`src/rtl/dmem_lsu_pkg.sv`:
```
// rtl/dmem_lsu_pkg.sv - shared encodings, FSM states and lane-mask constants for dmem_lsu
package dmem_lsu_pkg;

   localparam int WORD_BYTES = 4;

   localparam logic [1:0] SZ_B   = 2'd0;
   localparam logic [1:0] SZ_H   = 2'd1;
   localparam logic [1:0] SZ_W   = 2'd2;
   localparam logic [1:0] SZ_ILL = 2'd3;

   localparam logic [3:0] BASE_MASK_B = 4'b0001;
   localparam logic [3:0] BASE_MASK_H = 4'b0011;
   localparam logic [3:0] BASE_MASK_W = 4'b1111;

   typedef enum logic [2:0] {
      ST_IDLE,
      ST_LO,
      ST_LO_WAIT,
      ST_HI,
      ST_HI_WAIT,
      ST_DONE
   } state_t;

   function automatic logic [3:0] base_mask(input logic [1:0] size);
      case (size)
         SZ_B:    base_mask = BASE_MASK_B;
         SZ_H:    base_mask = BASE_MASK_H;
         SZ_W:    base_mask = BASE_MASK_W;
         default: base_mask = 4'b0000;
      endcase
   endfunction

endpackage

```
`src/rtl/dmem_lane_align.sv`:
```
// rtl/dmem_lane_align.sv - byte-lane mask/data placement and load-data alignment/extension
module dmem_lane_align
   import dmem_lsu_pkg::*;
(
   input  logic [1:0]  i_size,
   input  logic [1:0]  i_off,
   input  logic        i_unsigned,
   input  logic [31:0] i_wdata,
   input  logic [31:0] i_lo_word,
   input  logic [31:0] i_hi_word,
   output logic [7:0]  o_m64,
   output logic [63:0] o_d64,
   output logic        o_split,
   output logic [31:0] o_rdata
);

   logic [4:0]  w_shamt;
   logic [31:0] w_hi;
   logic [31:0] w_r;

   always_comb begin
      w_shamt = {i_off, 3'b000};
      o_m64   = {4'b0000, base_mask(i_size)} << i_off;
      o_d64   = {32'b0, i_wdata} << w_shamt;
      o_split = |o_m64[7:4];
      // the upper word only contributes when the access really crossed into it
      w_hi    = o_split ? i_hi_word : 32'b0;
      w_r     = 32'({w_hi, i_lo_word} >> w_shamt);
      case (i_size)
         SZ_B:    o_rdata = {{24{~i_unsigned & w_r[7]}}, w_r[7:0]};
         SZ_H:    o_rdata = {{16{~i_unsigned & w_r[15]}}, w_r[15:0]};
         default: o_rdata = w_r;
      endcase
   end

endmodule

```
`src/rtl/dmem_lsu.sv`:
```
// rtl/dmem_lsu.sv - load/store initiator for the word-wide byte-masked DMem port
// Define DMEM_LSU_SPLIT_EN to split misaligned accesses into LO and HI word accesses.
module dmem_lsu
   import dmem_lsu_pkg::*;
#(
   parameter int ADDR_W = 10
)
(
   input  logic              clk,
   input  logic              rst_n,
   input  logic              req_valid,
   output logic              req_ready,
   input  logic              req_we,
   input  logic [1:0]        req_size,
   input  logic              req_unsigned,
   input  logic [ADDR_W-1:0] req_addr,
   input  logic [31:0]       req_wdata,
   output logic              rsp_valid,
   output logic [31:0]       rsp_rdata,
   output logic              rsp_err,
   output logic [ADDR_W-1:0] MemAddress,
   output logic [31:0]       MemWriteData,
   output logic [3:0]        MemWriteMask,
   input  logic [31:0]       MemReadData
);

   state_t            r_state;
   state_t            w_next;
   logic              r_we;
   logic [1:0]        r_size;
   logic [1:0]        r_off;
   logic              r_uns;
   logic [ADDR_W-3:0] r_word;
   logic [31:0]       r_wdata;
   logic [31:0]       r_lo_word;
   logic [31:0]       r_hi_word;

   logic              w_idle;
   logic              w_we;
   logic [1:0]        w_size;
   logic [1:0]        w_off;
   logic              w_uns;
   logic [ADDR_W-3:0] w_word;
   logic [31:0]       w_wdata;
   logic [31:0]       w_lo;
   logic [31:0]       w_hi;
   logic [7:0]        w_m64;
   logic [63:0]       w_d64;
   logic              w_split;
   logic [31:0]       w_rdata;
   logic              w_err;
   logic              w_sel_hi;
   logic [3:0]        w_lane_mask;
   logic [31:0]       w_lane_data;
   logic [ADDR_W-1:0] w_lane_addr;
   logic [ADDR_W-1:0] w_hi_addr;

   assign w_idle    = (r_state == ST_IDLE);
   assign req_ready = w_idle && rst_n;

   // in IDLE the lane math runs on the live request so the first access issues on the accept edge
   assign w_we    = w_idle ? req_we                   : r_we;
   assign w_size  = w_idle ? req_size                 : r_size;
   assign w_off   = w_idle ? req_addr[1:0]            : r_off;
   assign w_uns   = w_idle ? req_unsigned             : r_uns;
   assign w_word  = w_idle ? req_addr[ADDR_W-1:2]     : r_word;
   assign w_wdata = w_idle ? req_wdata                : r_wdata;
   assign w_lo    = (r_state == ST_LO_WAIT) ? MemReadData : r_lo_word;
   assign w_hi    = (r_state == ST_HI_WAIT) ? MemReadData : r_hi_word;

   dmem_lane_align u_align (
      .i_size     (w_size),
      .i_off      (w_off),
      .i_unsigned (w_uns),
      .i_wdata    (w_wdata),
      .i_lo_word  (w_lo),
      .i_hi_word  (w_hi),
      .o_m64      (w_m64),
      .o_d64      (w_d64),
      .o_split    (w_split),
      .o_rdata    (w_rdata)
   );

`ifdef DMEM_LSU_SPLIT_EN
   assign w_err = (w_size == SZ_ILL);
`else
   assign w_err = (w_size == SZ_ILL) || w_split;
`endif

   assign w_hi_addr   = {r_word, 2'b00} + ADDR_W'(WORD_BYTES);
   assign w_sel_hi    = (w_next == ST_HI);
   assign w_lane_mask = w_sel_hi ? w_m64[7:4]  : w_m64[3:0];
   assign w_lane_data = w_sel_hi ? w_d64[63:32] : w_d64[31:0];
   assign w_lane_addr = w_sel_hi ? w_hi_addr   : {w_word, 2'b00};

   always_comb begin
      w_next = r_state;
      case (r_state)
         ST_IDLE:    if (req_valid) w_next = w_err ? ST_DONE : ST_LO;
`ifdef DMEM_LSU_SPLIT_EN
         ST_LO:      w_next = r_we ? (w_split ? ST_HI : ST_DONE) : ST_LO_WAIT;
         ST_LO_WAIT: w_next = w_split ? ST_HI : ST_DONE;
         ST_HI:      w_next = r_we ? ST_DONE : ST_HI_WAIT;
         ST_HI_WAIT: w_next = ST_DONE;
`else
         ST_LO:      w_next = r_we ? ST_DONE : ST_LO_WAIT;
         ST_LO_WAIT: w_next = ST_DONE;
`endif
         ST_DONE:    w_next = ST_IDLE;
         default:    w_next = ST_IDLE;
      endcase
   end

   always_ff @(posedge clk) begin
      if (!rst_n) begin
         r_state      <= ST_IDLE;
         r_we         <= 1'b0;
         r_size       <= 2'b00;
         r_off        <= 2'b00;
         r_uns        <= 1'b0;
         r_word       <= '0;
         r_wdata      <= 32'b0;
         r_lo_word    <= 32'b0;
         r_hi_word    <= 32'b0;
         rsp_valid    <= 1'b0;
         rsp_rdata    <= 32'b0;
         rsp_err      <= 1'b0;
         MemAddress   <= '0;
         MemWriteData <= 32'b0;
         MemWriteMask <= 4'b0000;
      end else begin
         r_state <= w_next;

         if (w_idle && req_valid) begin
            r_we      <= req_we;
            r_size    <= req_size;
            r_off     <= req_addr[1:0];
            r_uns     <= req_unsigned;
            r_word    <= req_addr[ADDR_W-1:2];
            r_wdata   <= req_wdata;
            r_hi_word <= 32'b0;
         end
         if (r_state == ST_LO_WAIT) r_lo_word <= MemReadData;
         if (r_state == ST_HI_WAIT) r_hi_word <= MemReadData;

         rsp_valid <= (w_next == ST_DONE);
         rsp_err   <= w_idle && (w_next == ST_DONE);
         rsp_rdata <= ((w_next == ST_DONE) &&
                       (r_state == ST_LO_WAIT || r_state == ST_HI_WAIT)) ? w_rdata : 32'b0;

         // address/data hold between accesses; only the mask is forced back to zero
         MemWriteMask <= 4'b0000;
         if (w_next == ST_LO || w_next == ST_HI) begin
            MemAddress <= w_lane_addr;
            if (w_we) begin
               MemWriteMask <= w_lane_mask;
               MemWriteData <= w_lane_data;
            end
         end
      end
   end

endmodule
```
`config.mk`:
```
export PLATFORM = sky130hd
export DESIGN_NAME = dmem_lsu
export DESIGN_NICKNAME = d
export VERILOG_FILES = /design/src/rtl/dmem_lsu_pkg.sv /design/src/rtl/dmem_lane_align.sv /design/src/rtl/dmem_lsu.sv
export SDC_FILE = /design/constraint.sdc
export NUM_CORES = 1
export LEC_CHECK = 0
export ABC_AREA = 0
export CAP_MARGIN = 20
export CORE_UTILIZATION = 43
export CTS_BUF_LIST = sky130_fd_sc_hd__clkbuf_16
export DETAILED_ROUTE_END_ITERATION = 7
export HOLD_SLACK_MARGIN = 0.12
export PLACE_DENSITY = 0.73
export SLEW_MARGIN = 25
export SYNTH_ARGS = -nofsm -noshare
export SYNTH_HDL_FRONTEND = slang
export SYNTH_SLANG_ARGS = --single-unit
```
`constraint.sdc`:
```
create_clock -name clk -period 3.6 [get_ports clk]
set_input_delay 0.72 -clock clk [delete_from_list [all_inputs] [get_ports clk]]
set_output_delay 0.72 -clock clk [all_outputs]
set_load 0.02 [all_outputs]
```
==> out/results.md, run 1 <==
| Result | This run |
| --- | --- |
| Number of instances in the synthesized netlist | 1,014 |
| Pin count of the biggest net entering global routing | 124 |
| VDD IR-drop max | 393 uV |
| Filler cell count | 1,743 |
| Floorplan die height | 145 um |
| Final instance count without filler cells | 1,417 |
| Tot Pwr | 5.56 mW |
| Master cell of the clock root buffer | clkbuf_16 |
| Buffer levels on the longest clock path | 2 |
| Slew headroom | 0.440 |
| Placer congestion estimate | 0.852 |
| Worst Clk Skew | 11.2 ps |
| # setup viols final | 0 |
| Most common cell after layout, fill and taps aside | nand2_1 |
| Total wire length after detailed routing | 25.4 mm |
| CTS tree | done |
| Critical Path Start Type | register |
| Total of warnings raised by yosys | 0 |
| Remaining global-route overflow | 0 |
| Largest family of logic cells by synthesized area | simple AND/OR/NAND/NOR gates |
| Data required time of the worst path | 2880 ps |
| Number of port buffers | 159 |
| Die area | 21,000 sq um |
| DRT Pass-1 Iters | 5 |
| Total I/O pin count | 162 |
| Post-Route Utilization | 0.567 |
| Multiplexer fraction of the synthesized cell area | 0.151 |
| Core ar. | 19,700 sq um |
| Fmax | 300 MHz |
| Final number of hold-violating endpoints | 0 |
| Register-to-register setup slack | 330 ps |
| Fraction of the mapped netlist area in compound gates | 0.188 |
| Via count of the first global-routing pass | 7,066 |
| Category of the critical setup timing path | register to primary output |
| Parity-gate share of the synthesized area counting xor and xnor cells | 0 |
| Global-route wire length before repair | 39.7 mm |
| Area share of fa/ha/maj cells after synthesis | 0.00712 |
| Die span in x | 145 um |
| Total CTS buffers | 17 |
| Post-CTS Repair Setup Buffers | 0 |
| Global routing usage summed across all routing layers | 0.239 |
| Number of synthesized register bits | 183 |
| Effective utilization at floorplan | 0.446 |
| Ys flop type | dfxtp_1 |
| Total half-perimeter wirelength after legalization and detailed placement | 17.4 mm |
| Number of max-cap violations | 0 |
| P&R area growth vs syn | 27.3% |
| Cells after DPL | 1,382 |
| FFs w/ async S/R, synth | 0 |
| Number of resized instances in the post-cts repair step | 0 |
| Number of rows in the core area | 51 |
| Start point of the worst hold path | MemWriteData[15] |
| Fraction of layout cells with a size suffix above 1 | 0.0957 |
| Average footprint of a synthesized cell | 8.66 sq um |
| Skew-Pair Late Insertion Delay | 440 ps |
| Arrival time reported for the critical path endpoint | 2610 ps |
| Startpoint of the worst-slack reg-to-reg timing path | r_state[0] |
| Routed via count divided by cell count | 5.54 |
| Number of enable-type register cells in the synthesized netlist | 0 |
| Simple-gate share of the synthesized area | 0.192 |
| Number of vias after detailed routing | 7,856 |
| Fin. max-slew vios | 0 |
| Initial antenna violation count | 3 |
| Clock slew seen by the registers of the worst setup and hold paths | 70 ps |
| Crit-path max FO | 48 |
| Element type at the critical path end | primary output |
| Number of library cell types mapped by synthesis | 51 |
| Violation count after the first detailed-routing iteration | 864 |
| Remaining antenna violation count | 0 |
| Leakage | 4.17 nW |
| Status | finished, final reports clean |
| Sequential cell area fraction in the yosys report | 0.417 |
| Fin crit share | 0.926 |
| Power density over the cells | 498 nW/um^2 |
| Wirelength per Cell | 17.9 um |
| Net count, final | 1,222 |
| Crit path from | r_state[0] |
| Final worst hold slack | 455 ps |
| Final critical delay including setup and external delays | 3330 ps |
| Unrepaired setup endpoints after global routing | false |
| Post-route setup TNS | 0 ps |
| Actual slew at the worst max-slew pin | 836 ps |
| DRC violation count after routing | 0 |
| CTS H-Tree Depth | 4 |
| Most used cells in the layout excluding fill and tap cells | nand2_1 (199), dfxtp_1 (183), clkdlybuf4s50_1 (158), mux2i_1 (92), nor2_1 (77) |
| Worst min-delay path category | register to register |
| Clk sinks | 183 |
| Count of hold buffers inserted by post-cts repair | 0 |
| Area of the mapped netlist | 8790 sq um |
## layer usage
layer / GRT usage / vias to the layer above / share of wire
met4: 0.0707 / 0 / 0.010
met3: 0.0535 / 21 / 0.086
met5: 0 / - / 0
met1: 0.350 / 3680 / 0.46
li1: - / 3777 / -
met2: 0.347 / 378 / 0.44
## where the power goes
| part | total, mW | switching (mW) | leakage [nW] | internal (mW) |
|---|---|---|---|---|
| Combinational | 1.52 | 0.904 | 2.42 | 0.616 |
| Sequential | 2.22 | 0.0779 | 1.49 | 2.14 |
| Clock | 1.82 | 0.856 | 0.260 | 0.967 |
| Total | 5.56 | 1.84 | 4.17 | 3.73 |
## stage by stage
stage,worst slack [ps],instance area (sq um)
2_1_floorplan,79.5,8790
3_3_place_gp,136,10600
3_5_place_dp,61.9,10600
4_1_cts,261,11200
5_1_grt,132,11200
6_report,265,11200
## final cells by class
class,count,area [sq um],area share
Inverter,4,15.0,0.00134
Tap cell,265,332,0.0297
Clock inverter,15,145,0.0130
Timing Repair Buffer,189,1820,0.162
Sequential cell,183,3660,0.328
Antenna cell,3,7.51,0.000671
Clock buffer,17,425,0.0380
Multi-Input combinational cell,741,4780,0.427
## worst paths after layout
path / to / cells after the start
setup / recovery: req_ready / 4
hold / removal: MemWriteData[15] / 2
setup reg to reg: MemWriteData[9] / 8
hold reg to reg: MemWriteData[15] / 2
## cell families (layout without fill, tap and decap cells)
group | Yosys count | after routing
flops | 183 | 183
simple gates | 376 | 376
buf+inv | 91 | 225
fa+ha+maj | 5 | 5
mux | 128 | 128
other cells | 1 | 5
compound gates | 230 | 230
## synthesized netlist by cell type (all sizes together) (3+ instances only)
| cell type | number | area (sq um) |
|---|---|---|
| o221ai | 9 | 78.8 |
| dfxtp | 183 | 3660 |
| inv | 4 | 15.0 |
| and3 | 8 | 50.1 |
| nand3b | 10 | 75.1 |
| a32o | 7 | 70.1 |
| and2 | 4 | 25.0 |
| nand2b | 3 | 18.8 |
| o211a | 15 | 150 |
| nand3 | 8 | 40.0 |
| o22ai | 8 | 50.1 |
| buf | 40 | 198 |
| nor3b | 3 | 27.5 |
| clkbuf | 47 | 176 |
| nor2b | 43 | 269 |
| or3 | 10 | 62.6 |
| mux2 | 35 | 394 |
| a21boi | 70 | 526 |
| a211oi | 12 | 95.1 |
| a21oi | 46 | 230 |
| o21ai | 21 | 105 |
| o311ai | 8 | 70.1 |
| mux2i | 93 | 931 |
| ha | 5 | 62.6 |
| nor2 | 78 | 293 |
| a221oi | 9 | 85.1 |
| a31oi | 7 | 43.8 |
| nor3 | 5 | 30.0 |
| o211ai | 10 | 75.1 |
| nand2 | 199 | 747 |
## sequential cells by signal (all words and copies together), names as in the netlist
name	flops
r_lo_word	32
r_we	1
r_wdata	32
rsp_valid	1
MemWriteData	32
r_off	2
r_hi_word	24
MemAddress	8
r_size	2
MemWriteMask	4
r_state	3
rsp_rdata	32
r_uns	1
r_word	8
rsp_err	1
## worst max-delay path, stage by stage (launching register included)
cell             delay, ps
dfxtp_1                450
nor3_4                 340
buf_4                  520
and2_1                 200
clkdlybuf4s50_1        640
Power figures use the tool's default switching activity.
==> run 2: changes to the inputs <==
PLACE_DENSITY = 0.71   (was 0.73)
clock period = 3.09 ns   (was 3.6 ns; I/O delays follow)
==> run 2 against run 1 <==
Against the previous run:
- core utilization increased by 1.5 points
- largest power group unchanged
- power increased by 21%
- final area increased by 2.7%
- die area unchanged
==> out/results.md, run 2 (synthesis results as in run 1) <==
| Result | This run | Delta |
| --- | --- | --- |
| Effective utilization at floorplan | 0.446 | unchanged |
| Final critical delay including setup and external delays | 2880 ps |  |
| Register-to-register setup slack | 210 ps | -120 ps |
| Fmax | 347 MHz |  |
| Highest-delay cell along the critical path | a211o_1 |  |
| Most common cell after layout, fill and taps aside | nand2_1 |  |
| Routing usage on met2 | 0.344 | -0.00216 |
| Number of resized instances in the post-cts repair step | 0 | unchanged |
| Number of rows in the core area | 51 | unchanged |
| Net count, final | 1,243 | +1.7% |
| Cell-by-cell listing of the critical path | nor3_4, mux2_2, ha_4, o21bai_1, a21o_1, a211o_1, or3_1, a21boi_0 |  |
| Startpoint of the worst-slack reg-to-reg timing path | r_state[2] |  |
| Placer congestion estimate | 0.870 | +2.1% |
| Levels on crit path | 8 | +4 |
| Most used cells in the layout excluding fill and tap cells | nand2_1 (199), dfxtp_1 (183), clkdlybuf4s50_1 (158), mux2i_1 (92), nor2_1 (76) |  |
| Via count of the first global-routing pass | 7,242 | +2.5% |
| Die span in x | 145 um | unchanged |
| Violation count after the first detailed-routing iteration | 827 | -4.3% |
| # setup viols final | 0 | unchanged |
| Leakage | 4.34 nW | +4.1% |
| Fin. max-slew vios | 0 | unchanged |
| Total CTS buffers | 17 | unchanged |
| Total half-perimeter wirelength after legalization and detailed placement | 17.4 mm | +0.42% |
| Critical Path Max Stage Delay | 500 ps | -140 ps |
| Unrepaired setup endpoints after global routing | false |  |
| Pin count of the biggest net entering global routing | 124 | unchanged |
| P&R area growth vs syn | 30.7% |  |
| Die area | 21,000 sq um | unchanged |
| Met3 track demand over resource | 0.0682 | +0.0148 |
| Crit-path max FO | 17 | -65% |
| Initial antenna violation count | 3 | unchanged |
| Crit path from | r_state[2] |  |
| Floorplan die height | 145 um | unchanged |
| Routed via count divided by cell count | 5.40 | -2.5% |
| Pre-CTS setup slack | -80.0 ps | -142 ps |
| Actual slew at the worst max-slew pin | 915 ps | +78.3 ps |
| WP buf/inv | 0 | -2 |
| Number of port buffers | 159 | unchanged |
| Final number of hold-violating endpoints | 0 | unchanged |
| Number of vias after detailed routing | 7,772 | -1.1% |
| GRT met1 Usage | 0.342 | -0.00828 |
| Buffer levels on the longest clock path | 2 | unchanged |
| Category of the critical setup timing path | register to register |  |
| Cells after DPL | 1,403 | +1.5% |
| DRC violation count after routing | 0 | unchanged |
| Global route hottest layer | met2 |  |
| Post-Route Utilization | 0.582 | +0.0154 |
| Skew-Pair Late Insertion Delay | 450 ps | about the same |
| Core ar. | 19,700 sq um | unchanged |
| CTS tree | done |  |
| DRT Pass-1 Iters | 5 | unchanged |
| Master cell of the clock root buffer | clkbuf_16 |  |
| Data required time of the worst path | 3450 ps | +570 ps |
| Count of hold buffers inserted by post-cts repair | 0 | unchanged |
| Total wire length after detailed routing | 25.2 mm | -0.90% |
| Clk sinks | 183 | unchanged |
| Capture point of the worst reg-to-reg path | MemWriteData[9] |  |
| Arrival time reported for the critical path endpoint | 3250 ps | +640 ps |
| Number of max-cap violations | 0 | unchanged |
| Global-route wire length before repair | 39.9 mm | +0.56% |
| Final Worst Setup Slack | 205 ps | -60.2 ps |
| Total I/O pin count | 162 | unchanged |
| VDD IR-drop max | 470 uV | +19% |
| Remaining global-route overflow | 0 | unchanged |
| Worst min-delay path category | register to register |  |
| Power density over the cells | 587 nW/um^2 | +18% |
| Critical path destination | MemWriteData[9] |  |
| Fin crit share | 0.934 |  |
| Post-CTS Repair Setup Buffers | 0 | unchanged |
| Clock slew seen by the registers of the worst setup and hold paths | 80 ps | about the same |
| Global routing usage summed across all routing layers | 0.240 | +0.000865 |
| Slew headroom | 0.388 | -0.0524 |
| Worst reg2reg path depth | 8 | unchanged |
| Element type at the critical path end | register |  |
| Fraction of layout cells with a size suffix above 1 | 0.115 | +0.0188 |
| Worst Clk Skew | 19.4 ps | +8.16 ps |
| CTS H-Tree Depth | 4 | unchanged |
| Remaining antenna violation count | 0 | unchanged |
| Wirelength per Cell | 17.5 um | -2.3% |
| Gate family responsible for the most delay along the worst path | compound AO/OA/AOI/OAI gates |  |
| Final instance count without filler cells | 1,438 | +1.5% |
| Worst Hold Depth | 2 | unchanged |
| Critical Path Start Type | register |  |
| Status | finished, final reports clean |  |
run 2: cell count changes in the layout (fill, tap and decap cells not counted), sizes merged:
| cell | before | now |
|---|---|---|
| inv | 9 | 14 |
| buf | 31 | 52 |
| clkinv | 3 | 4 |
| clkinvlp | 6 | 0 |
run 2: worst min-delay path by stage:
stage,start,to,slack [ps]
3_3_place_gp,MemWriteData[15],MemWriteData[15],440
4_1_cts,MemWriteData[14],MemWriteData[14],460
5_1_grt,MemWriteData[27],MemWriteData[27],480
3_5_place_dp,MemWriteData[14],MemWriteData[14],450
2_1_floorplan,r_uns,r_uns,440
6_report,MemWriteData[14],MemWriteData[14],460
run 2: report_power, final:
part | switching (mW) | internal (mW)
Sequential | 0.0768 | 2.50
Combinational | 1.09 | 0.801
Clock | 1.09 | 1.19
run 2: cell type report:
class / instances / area, sq um
clock buffer: 17 / 425
antenna: 3 / 7.51
tap: 265 / 332
fill: 1737 / 8230
timing repair buffer: 210 / 2040
sequential: 183 / 3660
clock inverter: 15 / 200
multi-input combinational: 741 / 4800
inverter: 4 / 15.0
run 2: tightest hold or removal path: cells and delay by family, from the launching register on:
kind               cells  cell delay (ps)
AOI/OAI and AO/OA      1               50
DFF                    1              310
and+or+nand+nor        1               60
run 2: per-stage QoR:
stage | hold WS (ps) | TNS [ps] | instance area (sq um) | power [mW]
after floorplan | 439 | 0 | 8860 | 3.80
after global placement | 442 | -158 | 10900 | 4.46
after detailed placement | 450 | -349 | 10900 | 4.47
final | 460 | 0 | 11500 | 6.74
after CTS | 459 | 0 | 11500 | 6.75
after global routing | 483 | 0 | 11500 | 7.03
run 2: per-layer routing:
metal / vias to the layer above / wire [um]
met5: - / 0
met4: 0 / 469
met3: 26 / 2230
met2: 327 / 10700
met1: 3596 / 11800
li1: 3823 / -
